<file path="src/rtl/nibble_cpu_pkg.sv">
// Shared constants, opcode encodings, fetch FSM states and the instruction-length decode
// for the nibble CPU.
package nibble_cpu_pkg;

  localparam int ADDR_W = 5;
  localparam int DATA_W = 8;

  localparam logic [3:0] OP_LDI     = 4'b0011;
  localparam logic [3:0] OP_ALU_IMM = 4'b0110;

  typedef enum logic [1:0] {
    FETCH_OP  = 2'd0,
    FETCH_IMM = 2'd1,
    HOLD      = 2'd2,
    HALTED    = 2'd3
  } fetch_state_t;

  // Unknown opcodes fall to the default arm, so they decode as single-byte
  function automatic logic is_two_byte(input logic [3:0] opcode);
    logic two_s;
    case (opcode)
      OP_LDI, OP_ALU_IMM: two_s = 1'b1;
      default:            two_s = 1'b0;
    endcase
    return two_s;
  endfunction

endpackage

</file>
<file path="src/rtl/instruction_fetch_unit_if.sv">
// Instruction hand-off channel between the fetch unit (master) and decode/execute (slave).
interface instruction_fetch_unit_if;
  import nibble_cpu_pkg::*;

  logic              instr_valid;
  logic              instr_ready;
  logic [3:0]        instr_opcode;
  logic [3:0]        instr_arg;
  logic [DATA_W-1:0] instr_imm;
  logic              instr_two_byte;
  logic [ADDR_W-1:0] instr_pc;

  modport master (
    output instr_valid, instr_opcode, instr_arg, instr_imm, instr_two_byte, instr_pc,
    input  instr_ready
  );

  modport slave (
    input  instr_valid, instr_opcode, instr_arg, instr_imm, instr_two_byte, instr_pc,
    output instr_ready
  );
endinterface

</file>
<file path="src/rtl/fetch_pc_counter.sv">
// Program counter: async reset to RESET_PC, redirect load beats increment, wraps modulo 2^ADDR_W.
module fetch_pc_counter #(
  parameter int                ADDR_W   = 5,
  parameter logic [ADDR_W-1:0] RESET_PC = {ADDR_W{1'b0}}
) (
  input  logic              clk,
  input  logic              rst_n,
  input  logic              load,
  input  logic [ADDR_W-1:0] load_addr,
  input  logic              inc,
  output logic [ADDR_W-1:0] pc
);

  logic [ADDR_W-1:0] pc_r;

  // PC register
  always_ff @(posedge clk or negedge rst_n) begin
    if (!rst_n) begin
      pc_r <= RESET_PC;
    end else if (load) begin
      pc_r <= load_addr;
    end else if (inc) begin
      pc_r <= pc_r + {{(ADDR_W-1){1'b0}}, 1'b1};
    end else begin
      pc_r <= pc_r;
    end
  end

  assign pc = pc_r;

endmodule

</file>
<file path="src/rtl/instruction_fetch_unit.sv">
// Fetches one- or two-byte instructions from the instruction ROM and hands them to decode.
// Optional macro INSTR_PREFETCH_EN lets HOLD capture the next opcode during a handshake.
module instruction_fetch_unit #(
  parameter int                ADDR_W   = nibble_cpu_pkg::ADDR_W,
  parameter int                DATA_W   = nibble_cpu_pkg::DATA_W,
  parameter logic [ADDR_W-1:0] RESET_PC = {ADDR_W{1'b0}}
) (
  input  logic                     clk,
  input  logic                     rst_n,
  output logic [ADDR_W-1:0]        imem_addr,
  input  logic [DATA_W-1:0]        imem_data,
  instruction_fetch_unit_if.master instr,
  input  logic                     redir_valid,
  input  logic [ADDR_W-1:0]        redir_addr,
  input  logic                     halt_req,
  output logic                     halted
);
  import nibble_cpu_pkg::*;

  fetch_state_t      state_r, state_nx_s;
  logic [ADDR_W-1:0] pc_s;
  logic              pc_load_s, pc_inc_s, cap_op_s, cap_imm_s;
  logic              valid_r, valid_nx_s, halted_r, halted_nx_s;
  logic [3:0]        opcode_r, arg_r;
  logic [DATA_W-1:0] imm_r;
  logic              two_byte_r;
  logic [ADDR_W-1:0] instr_pc_r;
  logic [3:0]        op_s, arg_s;
  logic              two_s;

  assign op_s  = imem_data[DATA_W-1:DATA_W-4];
  assign arg_s = imem_data[3:0];
  assign two_s = is_two_byte(op_s);

  fetch_pc_counter #(.ADDR_W(ADDR_W), .RESET_PC(RESET_PC)) u_pc (
    .clk       (clk),
    .rst_n     (rst_n),
    .load      (pc_load_s),
    .load_addr (redir_addr),
    .inc       (pc_inc_s),
    .pc        (pc_s)
  );

  // Next-state and datapath enables; a redirect outranks everything outside HALTED
  always_comb begin
    state_nx_s  = state_r;
    pc_load_s   = 1'b0;
    pc_inc_s    = 1'b0;
    cap_op_s    = 1'b0;
    cap_imm_s   = 1'b0;
    valid_nx_s  = valid_r;
    halted_nx_s = halted_r;
    if (redir_valid) begin
      pc_load_s   = 1'b1;
      state_nx_s  = FETCH_OP;
      valid_nx_s  = 1'b0;
      halted_nx_s = 1'b0;
    end else begin
      case (state_r)
        FETCH_OP: begin
          if (halt_req) begin
            state_nx_s  = HALTED;
            halted_nx_s = 1'b1;
            valid_nx_s  = 1'b0;
          end else begin
            cap_op_s   = 1'b1;
            pc_inc_s   = 1'b1;
            state_nx_s = two_s ? FETCH_IMM : HOLD;
            valid_nx_s = !two_s;
          end
        end
        FETCH_IMM: begin
          cap_imm_s  = 1'b1;
          pc_inc_s   = 1'b1;
          state_nx_s = HOLD;
          valid_nx_s = 1'b1;
        end
        HOLD: begin
          if (instr.instr_ready) begin
`ifdef INSTR_PREFETCH_EN
            if (halt_req) begin
              state_nx_s  = HALTED;
              halted_nx_s = 1'b1;
              valid_nx_s  = 1'b0;
            end else begin
              // A prefetched two-byte opcode is not offered until its immediate arrives
              cap_op_s   = 1'b1;
              pc_inc_s   = 1'b1;
              state_nx_s = two_s ? FETCH_IMM : HOLD;
              valid_nx_s = !two_s;
            end
`else
            state_nx_s = FETCH_OP;
            valid_nx_s = 1'b0;
`endif
          end else begin
            state_nx_s = HOLD;
          end
        end
        HALTED: begin
          state_nx_s = HALTED;
        end
        default: begin
          state_nx_s  = FETCH_OP;
          valid_nx_s  = 1'b0;
          halted_nx_s = 1'b0;
        end
      endcase
    end
  end

  // State and registered instruction outputs
  always_ff @(posedge clk or negedge rst_n) begin
    if (!rst_n) begin
      state_r    <= FETCH_OP;
      valid_r    <= 1'b0;
      halted_r   <= 1'b0;
      opcode_r   <= 4'h0;
      arg_r      <= 4'h0;
      imm_r      <= {DATA_W{1'b0}};
      two_byte_r <= 1'b0;
      instr_pc_r <= {ADDR_W{1'b0}};
    end else begin
      state_r  <= state_nx_s;
      valid_r  <= valid_nx_s;
      halted_r <= halted_nx_s;
      if (cap_op_s) begin
        opcode_r   <= op_s;
        arg_r      <= arg_s;
        two_byte_r <= two_s;
        instr_pc_r <= pc_s;
        imm_r      <= {DATA_W{1'b0}};
      end else if (cap_imm_s) begin
        imm_r <= imem_data;
      end else begin
        imm_r <= imm_r;
      end
    end
  end

  assign imem_addr            = pc_s;
  assign halted               = halted_r;
  assign instr.instr_valid    = valid_r;
  assign instr.instr_opcode   = opcode_r;
  assign instr.instr_arg      = arg_r;
  assign instr.instr_imm      = imm_r;
  assign instr.instr_two_byte = two_byte_r;
  assign instr.instr_pc       = instr_pc_r;

endmodule

</file>
<file path="src/flat_wrapper.sv">
// flat-port wrapper written by rule: the top's interface ports become plain ports
module instruction_fetch_unit_flat import nibble_cpu_pkg::*;
#(
  parameter int                ADDR_W   = nibble_cpu_pkg::ADDR_W,
  parameter int                DATA_W   = nibble_cpu_pkg::DATA_W,
  parameter logic [ADDR_W-1:0] RESET_PC = {ADDR_W{1'b0}}
)
  (clk, rst_n, imem_addr, imem_data, redir_valid, redir_addr, halt_req, halted, instr_instr_valid, instr_instr_opcode, instr_instr_arg, instr_instr_imm, instr_instr_two_byte, instr_instr_pc, instr_instr_ready);
  instruction_fetch_unit_if instr_i ();
  input  logic clk;
  input  logic rst_n;
  output logic [ADDR_W-1:0] imem_addr;
  input  logic [DATA_W-1:0] imem_data;
  input  logic redir_valid;
  input  logic [ADDR_W-1:0] redir_addr;
  input  logic halt_req;
  output logic halted;
  output wire logic [$bits(instr_i.instr_valid)-1:0] instr_instr_valid;
  output wire logic [$bits(instr_i.instr_opcode)-1:0] instr_instr_opcode;
  output wire logic [$bits(instr_i.instr_arg)-1:0] instr_instr_arg;
  output wire logic [$bits(instr_i.instr_imm)-1:0] instr_instr_imm;
  output wire logic [$bits(instr_i.instr_two_byte)-1:0] instr_instr_two_byte;
  output wire logic [$bits(instr_i.instr_pc)-1:0] instr_instr_pc;
  input wire logic [$bits(instr_i.instr_ready)-1:0] instr_instr_ready;
  assign instr_instr_valid = instr_i.instr_valid;
  assign instr_instr_opcode = instr_i.instr_opcode;
  assign instr_instr_arg = instr_i.instr_arg;
  assign instr_instr_imm = instr_i.instr_imm;
  assign instr_instr_two_byte = instr_i.instr_two_byte;
  assign instr_instr_pc = instr_i.instr_pc;
  assign instr_i.instr_ready = instr_instr_ready;
  instruction_fetch_unit #(.ADDR_W(ADDR_W), .DATA_W(DATA_W), .RESET_PC(RESET_PC)) u_core (.clk(clk), .rst_n(rst_n), .imem_addr(imem_addr), .imem_data(imem_data), .instr(instr_i), .redir_valid(redir_valid), .redir_addr(redir_addr), .halt_req(halt_req), .halted(halted));
endmodule
</file>
<file path="config.mk">
export PLATFORM = sky130hd
export DESIGN_NAME = instruction_fetch_unit_flat
export DESIGN_NICKNAME = d
export VERILOG_FILES = /design/src/rtl/nibble_cpu_pkg.sv /design/src/rtl/instruction_fetch_unit_if.sv /design/src/rtl/fetch_pc_counter.sv /design/src/rtl/instruction_fetch_unit.sv /design/src/flat_wrapper.sv
export SDC_FILE = /design/constraint.sdc
export NUM_CORES = 1
export LEC_CHECK = 0
export ABC_AREA = 1
export CORE_ASPECT_RATIO = 1.75
export CORE_MARGIN = 5
export CORE_UTILIZATION = 45
export CTS_CLUSTER_SIZE = 25
export DETAILED_ROUTE_END_ITERATION = 6
export PLACE_DENSITY = 0.84
export SLEW_MARGIN = 10
export SYNTH_ARGS = -nofsm -noshare
export SYNTH_HDL_FRONTEND = slang
export SYNTH_HIERARCHICAL = 1
export SYNTH_SLANG_ARGS = --single-unit
</file>
<file path="constraint.sdc">
create_clock -name clk -period 1.7 [get_ports clk]
set_input_delay 0.34 -clock clk [delete_from_list [all_inputs] [get_ports clk]]
set_output_delay 0.34 -clock clk [all_outputs]
set_load 0.1 [all_outputs]
</file>
==> results.ini, run 1 <==
[clock_tree]
numCtsBuffers=5
cts_root_buf=clkbuf_8
insertion_delay_ns=0.29
cts_tree=done
clk_path_buf_depth=2
cts_resized=0
holdBufCountCts=0
cts-htree-levels=2
post_cts_buffers=0
clk_pin_slew_ns=0.07
cts.sinks=31

[synthesis]
yosys.area_share.adder=0.0419
yosys_warnings=6
netlist_instances=170
synthXorXnorAreaFrac=0.00586
ys_seq_area_frac=0.519
synth_fp_nets=193
synth_compound_area_frac=0.0871
synth_simple_gate_area_share=0.267
syn_area_sq_um=1490
muxShareOfSynthArea=0
syn_avg_cell_area_sq_um=8.79
synth_top_family_by_area=simple AND/OR/NAND/NOR gates
synth-seq-cells=31
synth.distinct_cells=21

[final_layout]
area_delta_synth_final_pct=63.3
layout_common_cells=nand2_1 (49), dfrtp_1 (31), buf_12 (29), nand3_1 (26), clkdlybuf4s50_1 (17)
fin_area_sq_um=2440
drive_gt1_frac=0.251
fin_nets=249
postLayoutCoreUtil=0.768
fin_cells=270
final_common_cell=nand2_1
insertedDiodeCount=0
fill_cells=225

[power]
leakage_nw=1.20
power.density_nw_per_um2=2120
ir_drop_uv=1780

[critical_path]
slowest_delay_ns=0.38
r2r-start=u_core/state_r[0]$_DFF_PN0_
cp-start-kind=flop
slowest_stage=dfrtp_1
crit_chain=inv_1, ha_2, inv_2, nor2_4, nand2_4, nand2_1, nor2_1, a21boi_0, o21ai_1
end_kind=flop
reg2regPathDepth=9
ff2ff_setup_slack_ns=0.16
critPathMaxFanout=5
required_ns=1.92
rr_endpoint=u_core/u_pc/pc[2]$_DFFE_PN0P_
path_class=flop to flop
cp_data_arrival_time_ns=1.76

[grt]
grt_max_degree=32
grt_pass1_wl_mm=6.44
overflow=0
grt_pass1_vias=1383
globalRouteTotalUtil=0.196
grt_antenna_before_repair=0

[timing]
fin_skew_ns=0.0117
fin_crit_sh=0.907
period_minus_slack_ns=1.54
hold_viol=0
drv_slew=0
rsz0062_at_grt=false
relSlewSlack=0.742
fin_tns_setup_ns=0
finalSetupViolCount=0
worstMarginPinSlew_ns=0.387
fmaxAchievable_ghz=0.649

[detailed_routing]
drt_iter0_markers=46
dr.pass1.iters=5
num_vias=1398
ant_nets=0
drcViolationCount=0
routed_wl_mm=3.98
vias_per_cell=5.18
post_drt_wl_per_cell_microns=14.8

[die]
core_area_sq_um=3180
die_h_microns=86.2
rows=27
pin_count=47
die_w_microns=53.6
die_area_sq_um=4620
start_util=0.470

[worst_hold_path]
hold_class=input pin to async pin

[place]
gp_congestion=0.805
numPortBuffers=46
dp.cells=262
place_area_sq_um=2310
dp_hpwl_mm=3.01

[job]
maxCapViolations=0

[run_status]
status=complete, no violations

==> cell usage after synthesis <==
master	count	area, sq um
o21ai_1	3	15.0
buf_6	3	33.8
inv_2	1	3.75
nand3_2	2	20.0
buf_4	2	15.0
nand2_1	49	184
o21ai_2	4	35.0
xnor2_1	1	8.76
o21ai_0	5	25.0
a21boi_0	2	15.0
buf_2	1	5.00
ha_1	5	62.6
a22oi_1	2	15.0
nand4_1	2	12.5
nor2_1	8	30.0
nand3_1	26	130
nand2_4	1	11.3
dfrtp_1	31	776
inv_1	16	60.1
nor2_4	1	11.3
a21oi_1	5	25.0
==> cell type report <==
cell class / count / area [sq um] / area share
Clock buffer: 6 / 82.6 / 0.0338
Clock inverter: 2 / 35.0 / 0.0144
Inverter: 17 / 63.8 / 0.0262
Multi-Input combinational cell: 116 / 611 / 0.250
Sequential cell: 31 / 776 / 0.318
Tap cell: 43 / 53.8 / 0.0221
Timing Repair Buffer: 55 / 818 / 0.335
==> metrics by stage <==
stage / total power [mW] / setup WS (ns) / hold WS [ns]
floorplan: 3.14 / 0.0246 / 0.0444
global route: 5.35 / 0.0322 / 0.482
finish: 5.17 / 0.158 / 0.433
global placement: 4.37 / 0.0866 / 0.519
detailed placement: 4.43 / -0.0560 / 0.525
CTS: 5.20 / 0.00776 / 0.441
==> state kept, by name, summed over array words and instances (netlist names), 2 cells and up <==
name                       flops
u_core/instr.instr_arg         4
u_core/instr.instr_imm         8
u_core/instr.instr_opcode      4
u_core/instr.instr_pc          5
u_core/state_r                 2
u_core/u_pc/pc                 5
==> where the power goes <==
group          internal [mW]  switching (mW)  total [mW]
sequential             0.969           0.288        1.26
clock                  0.474           0.282       0.756
combinational           1.07            2.08        3.15
total                   2.51            2.65        5.17
==> how the worst max path moves through the flow <==
stage                                             start                       endpoint  slack (ns)  depth (start not counted)
final                       u_core/state_r[0]$_DFF_PN0_  u_core/u_pc/pc[2]$_DFFE_PN0P_        0.16                          9
after global routing        u_core/state_r[1]$_DFF_PN0_  u_core/u_pc/pc[0]$_DFFE_PN0P_        0.03                          9
after CTS                   u_core/state_r[0]$_DFF_PN0_  u_core/u_pc/pc[2]$_DFFE_PN0P_       0.008                         10
after detailed placement                    redir_valid  u_core/u_pc/pc[2]$_DFFE_PN0P_       -0.06                          8
after global placement                      redir_valid  u_core/u_pc/pc[2]$_DFFE_PN0P_        0.09                          8
after floorplan           u_core/u_pc/pc[0]$_DFFE_PN0P_  u_core/u_pc/pc[4]$_DFFE_PN0P_        0.02                          4
==> critical path: cells and delay by family (launching register included) <==
kind | cells | cell delay, ns
AO/OA/AOI/OAI | 2 | 0.24
adder cells (fa/ha/maj) | 1 | 0.22
buffers and inverters | 2 | 0.17
flip-flops | 1 | 0.38
AND/OR/NAND/NOR | 4 | 0.45
==> layer usage <==
| metal | part of all wire | GRT usage |
|---|---|---|
| met5 | 0 | 0 |
| met3 | 0.046 | 0.0430 |
| met4 | 0.037 | 0.119 |
| met2 | 0.57 | 0.343 |
| met1 | 0.35 | 0.201 |
==> logic make-up (layout without fill, tap and decap cells) <==
logic type	after synthesis	after routing
adder cells (fa/ha/maj)	5	5
flip-flops	31	31
AND/OR/NAND/NOR	89	89
XOR/XNOR	1	1
buffers and inverters	23	80
AO/OA/AOI/OAI	21	21
No activity file was read; power rests on OpenSTA's default activity.
==> run 2, diff against run 1 <==
--- a/config.mk
+++ b/config.mk
@@ -17,3 +17,4 @@
 export SYNTH_HDL_FRONTEND = slang
 export SYNTH_HIERARCHICAL = 1
 export SYNTH_SLANG_ARGS = --single-unit
+export TNS_END_PERCENT = 5
==> constraint.sdc (replaced) <==
create_clock -name clk -period 1.9 [get_ports clk]
set_input_delay 0.38 -clock clk [delete_from_list [all_inputs] [get_ports clk]]
set_output_delay 0.38 -clock clk [all_outputs]
set_load 0.1 [all_outputs]
==> run 2 against run 1 <==
  * Worst setup slack improved by 0.13 ns
  * Clock skew fell by 0.0052 ns
  * Critical path depth rose by 1
  * Combinational power fell by 24%
  * Sequential cell count is the same
  * Clock-buffer cell count is the same
  * Wire length is 7.7% lower
  * Design area is 11% lower
  * Critical endpoint is now u_core/u_pc/pc[0]$_DFFE_PN0P_
==> results.ini, run 2 (synthesis results as in run 1) <==
[timing]
fin_tns_setup_ns=0  ; unchanged
fin_crit_sh=0.850  ; -0.0574
fin_skew_ns=0.00649  ; -0.00520 ns
period_minus_slack_ns=1.61  ; +0.0723 ns
worstMarginPinSlew_ns=0.389  ; +0.00169 ns
finalSetupViolCount=0  ; unchanged
drv_slew=0  ; unchanged
rsz0062_at_grt=false
fmaxAchievable_ghz=0.619  ; -4.5%
relSlewSlack=0.741  ; -0.00113
hold_viol=0  ; unchanged

[grt]
grt_pass1_vias=1334  ; -3.5%
grt_antenna_before_repair=0  ; unchanged
globalRouteTotalUtil=0.182  ; -0.0131
grt_pass1_wl_mm=6.13  ; -4.8%
grt_max_degree=32  ; unchanged
overflow=0  ; unchanged

[critical_path]
cp-start-kind=flop
required_ns=2.11  ; +0.19 ns
path_depth=10  ; +1
cp_data_arrival_time_ns=1.83  ; +0.07 ns
slowest_stage=dfrtp_1
path_buf_inv=4  ; +2
end_kind=flop
crit_chain=inv_1, ha_1, inv_2, nor2_4, nand2_4, nand2_1, inv_1, nor2_1, inv_1, o21ai_1
cp_top_family=simple AND/OR/NAND/NOR gates
ff2ff_setup_slack_ns=0.29  ; +0.13 ns
reg2regPathDepth=10  ; +1
crit_path_frequent_cell=inv_1
slowest_delay_ns=0.42  ; +0.04 ns
critPathMaxFanout=4  ; -1
path_class=flop to flop

[die]
die_h_microns=86.2  ; unchanged
pin_count=47  ; unchanged
rows=27  ; unchanged
start_util=0.470  ; unchanged
die_area_sq_um=4620  ; unchanged
die_w_microns=53.6  ; unchanged
core_area_sq_um=3180  ; unchanged

[place]
gp_congestion=0.804  ; about the same
place_area_sq_um=2040  ; -12%
numPortBuffers=46  ; unchanged
dp_hpwl_mm=2.72  ; -9.7%
dp.cells=261  ; -0.38%

[worst_hold_path]
hold_class=flop to flop
hold_path_depth=2

[clock_tree]
cts-htree-levels=2  ; unchanged
cts_resized=0  ; unchanged
cts_tree=done
cts.sinks=31  ; unchanged
clk_path_buf_depth=2  ; unchanged
post_cts_buffers=0  ; unchanged
cts_root_buf=clkbuf_8
numCtsBuffers=5  ; unchanged
insertion_delay_ns=0.29  ; about the same
clk_pin_slew_ns=0.07  ; about the same
holdBufCountCts=0  ; unchanged

[detailed_routing]
ant_nets=0  ; unchanged
num_vias=1344  ; -3.9%
drcViolationCount=0  ; unchanged
drt_iter0_markers=28  ; -39%
vias_per_cell=5.00  ; -3.5%
dr.pass1.iters=4  ; -1
post_drt_wl_per_cell_microns=13.7  ; -7.4%
routed_wl_mm=3.68  ; -7.7%

[power]
finalPower_mw=4.09  ; -21%
ir_drop_uv=1780  ; about the same
power.density_nw_per_um2=1890  ; -10%
leakage_nw=1.12  ; -6.7%

[final_layout]
largest_reg_flops=8  ; unchanged
area_delta_synth_final_pct=44.6
drive_gt1_frac=0.239  ; -0.0122
fin_cells=269  ; -0.37%
postLayoutCoreUtil=0.680  ; -0.0883
insertedDiodeCount=0  ; unchanged
fin_nets=248  ; -0.40%
final_common_cell=nand2_1
fin_area_sq_um=2160  ; -11%
layout_common_cells=nand2_1 (49), dfrtp_1 (31), buf_4 (29), nand3_1 (26), clkdlybuf4s50_1 (17)

[job]
maxCapViolations=0  ; unchanged

[run_status]
status=complete, no violations

run 2: changes by cell type in the layout (fill, tap and decap cells not counted), sizes merged:
cell and delta:
buf -1
run 2: worst min-delay path, delay by kind of cell (launching register included):
kind / cells / cell delay [ns]
and+or+nand+nor: 2 / 0.10
DFF: 1 / 0.34
run 2: worst paths after layout:
check / end / startpoint
worst min register to register: u_core/instr.instr_pc[3]$_DFFE_PN0P_ / u_core/instr.instr_pc[3]$_DFFE_PN0P_
max in group asynchronous: u_core/instr.instr_pc[1]$_DFFE_PN0P_ / rst_n
worst max register to register: u_core/u_pc/pc[0]$_DFFE_PN0P_ / u_core/state_r[0]$_DFF_PN0_
worst min-delay path: u_core/instr.instr_pc[3]$_DFFE_PN0P_ / u_core/instr.instr_pc[3]$_DFFE_PN0P_
worst max-delay path: u_core/u_pc/pc[0]$_DFFE_PN0P_ / u_core/state_r[0]$_DFF_PN0_
min in group asynchronous: u_core/instr.instr_opcode[1]$_DFFE_PN0P_ / rst_n
run 2: final cells by class:
cell class	instances	area (sq um)
multi-input cells	116	601
well taps	43	53.8
inverters	17	63.8
clock buffers	6	82.6
fillers	282	1020
clock inverters	2	35.0
repair buffers	54	548
flip-flops and latches	31	776
run 2: where the power goes:
part           internal, mW  total, mW  switching, mW
combinational         0.543       2.38           1.84
clock                 0.424      0.671          0.247
sequential            0.867       1.04          0.171
total                  1.83       4.09           2.26
run 2: per-stage QoR:
| step | setup slack, ns | hold WS, ns |
|---|---|---|
| CTS | 0.277 | 0.476 |
| floorplan | 0.225 | 0.0844 |
| global placement | 0.192 | 0.456 |
| global route | 0.106 | 0.501 |
| finish | 0.286 | 0.472 |
| detailed placement | 0.143 | 0.460 |
run 2: metal layers:
metal  vias to the layer above  global-route usage  share of wire
met4                         0              0.0837          0.024
met2                        39               0.307           0.56
met3                         8              0.0516          0.047
li1                        659                   -              -
met1                       638               0.206           0.37
met5                         -                   0              0
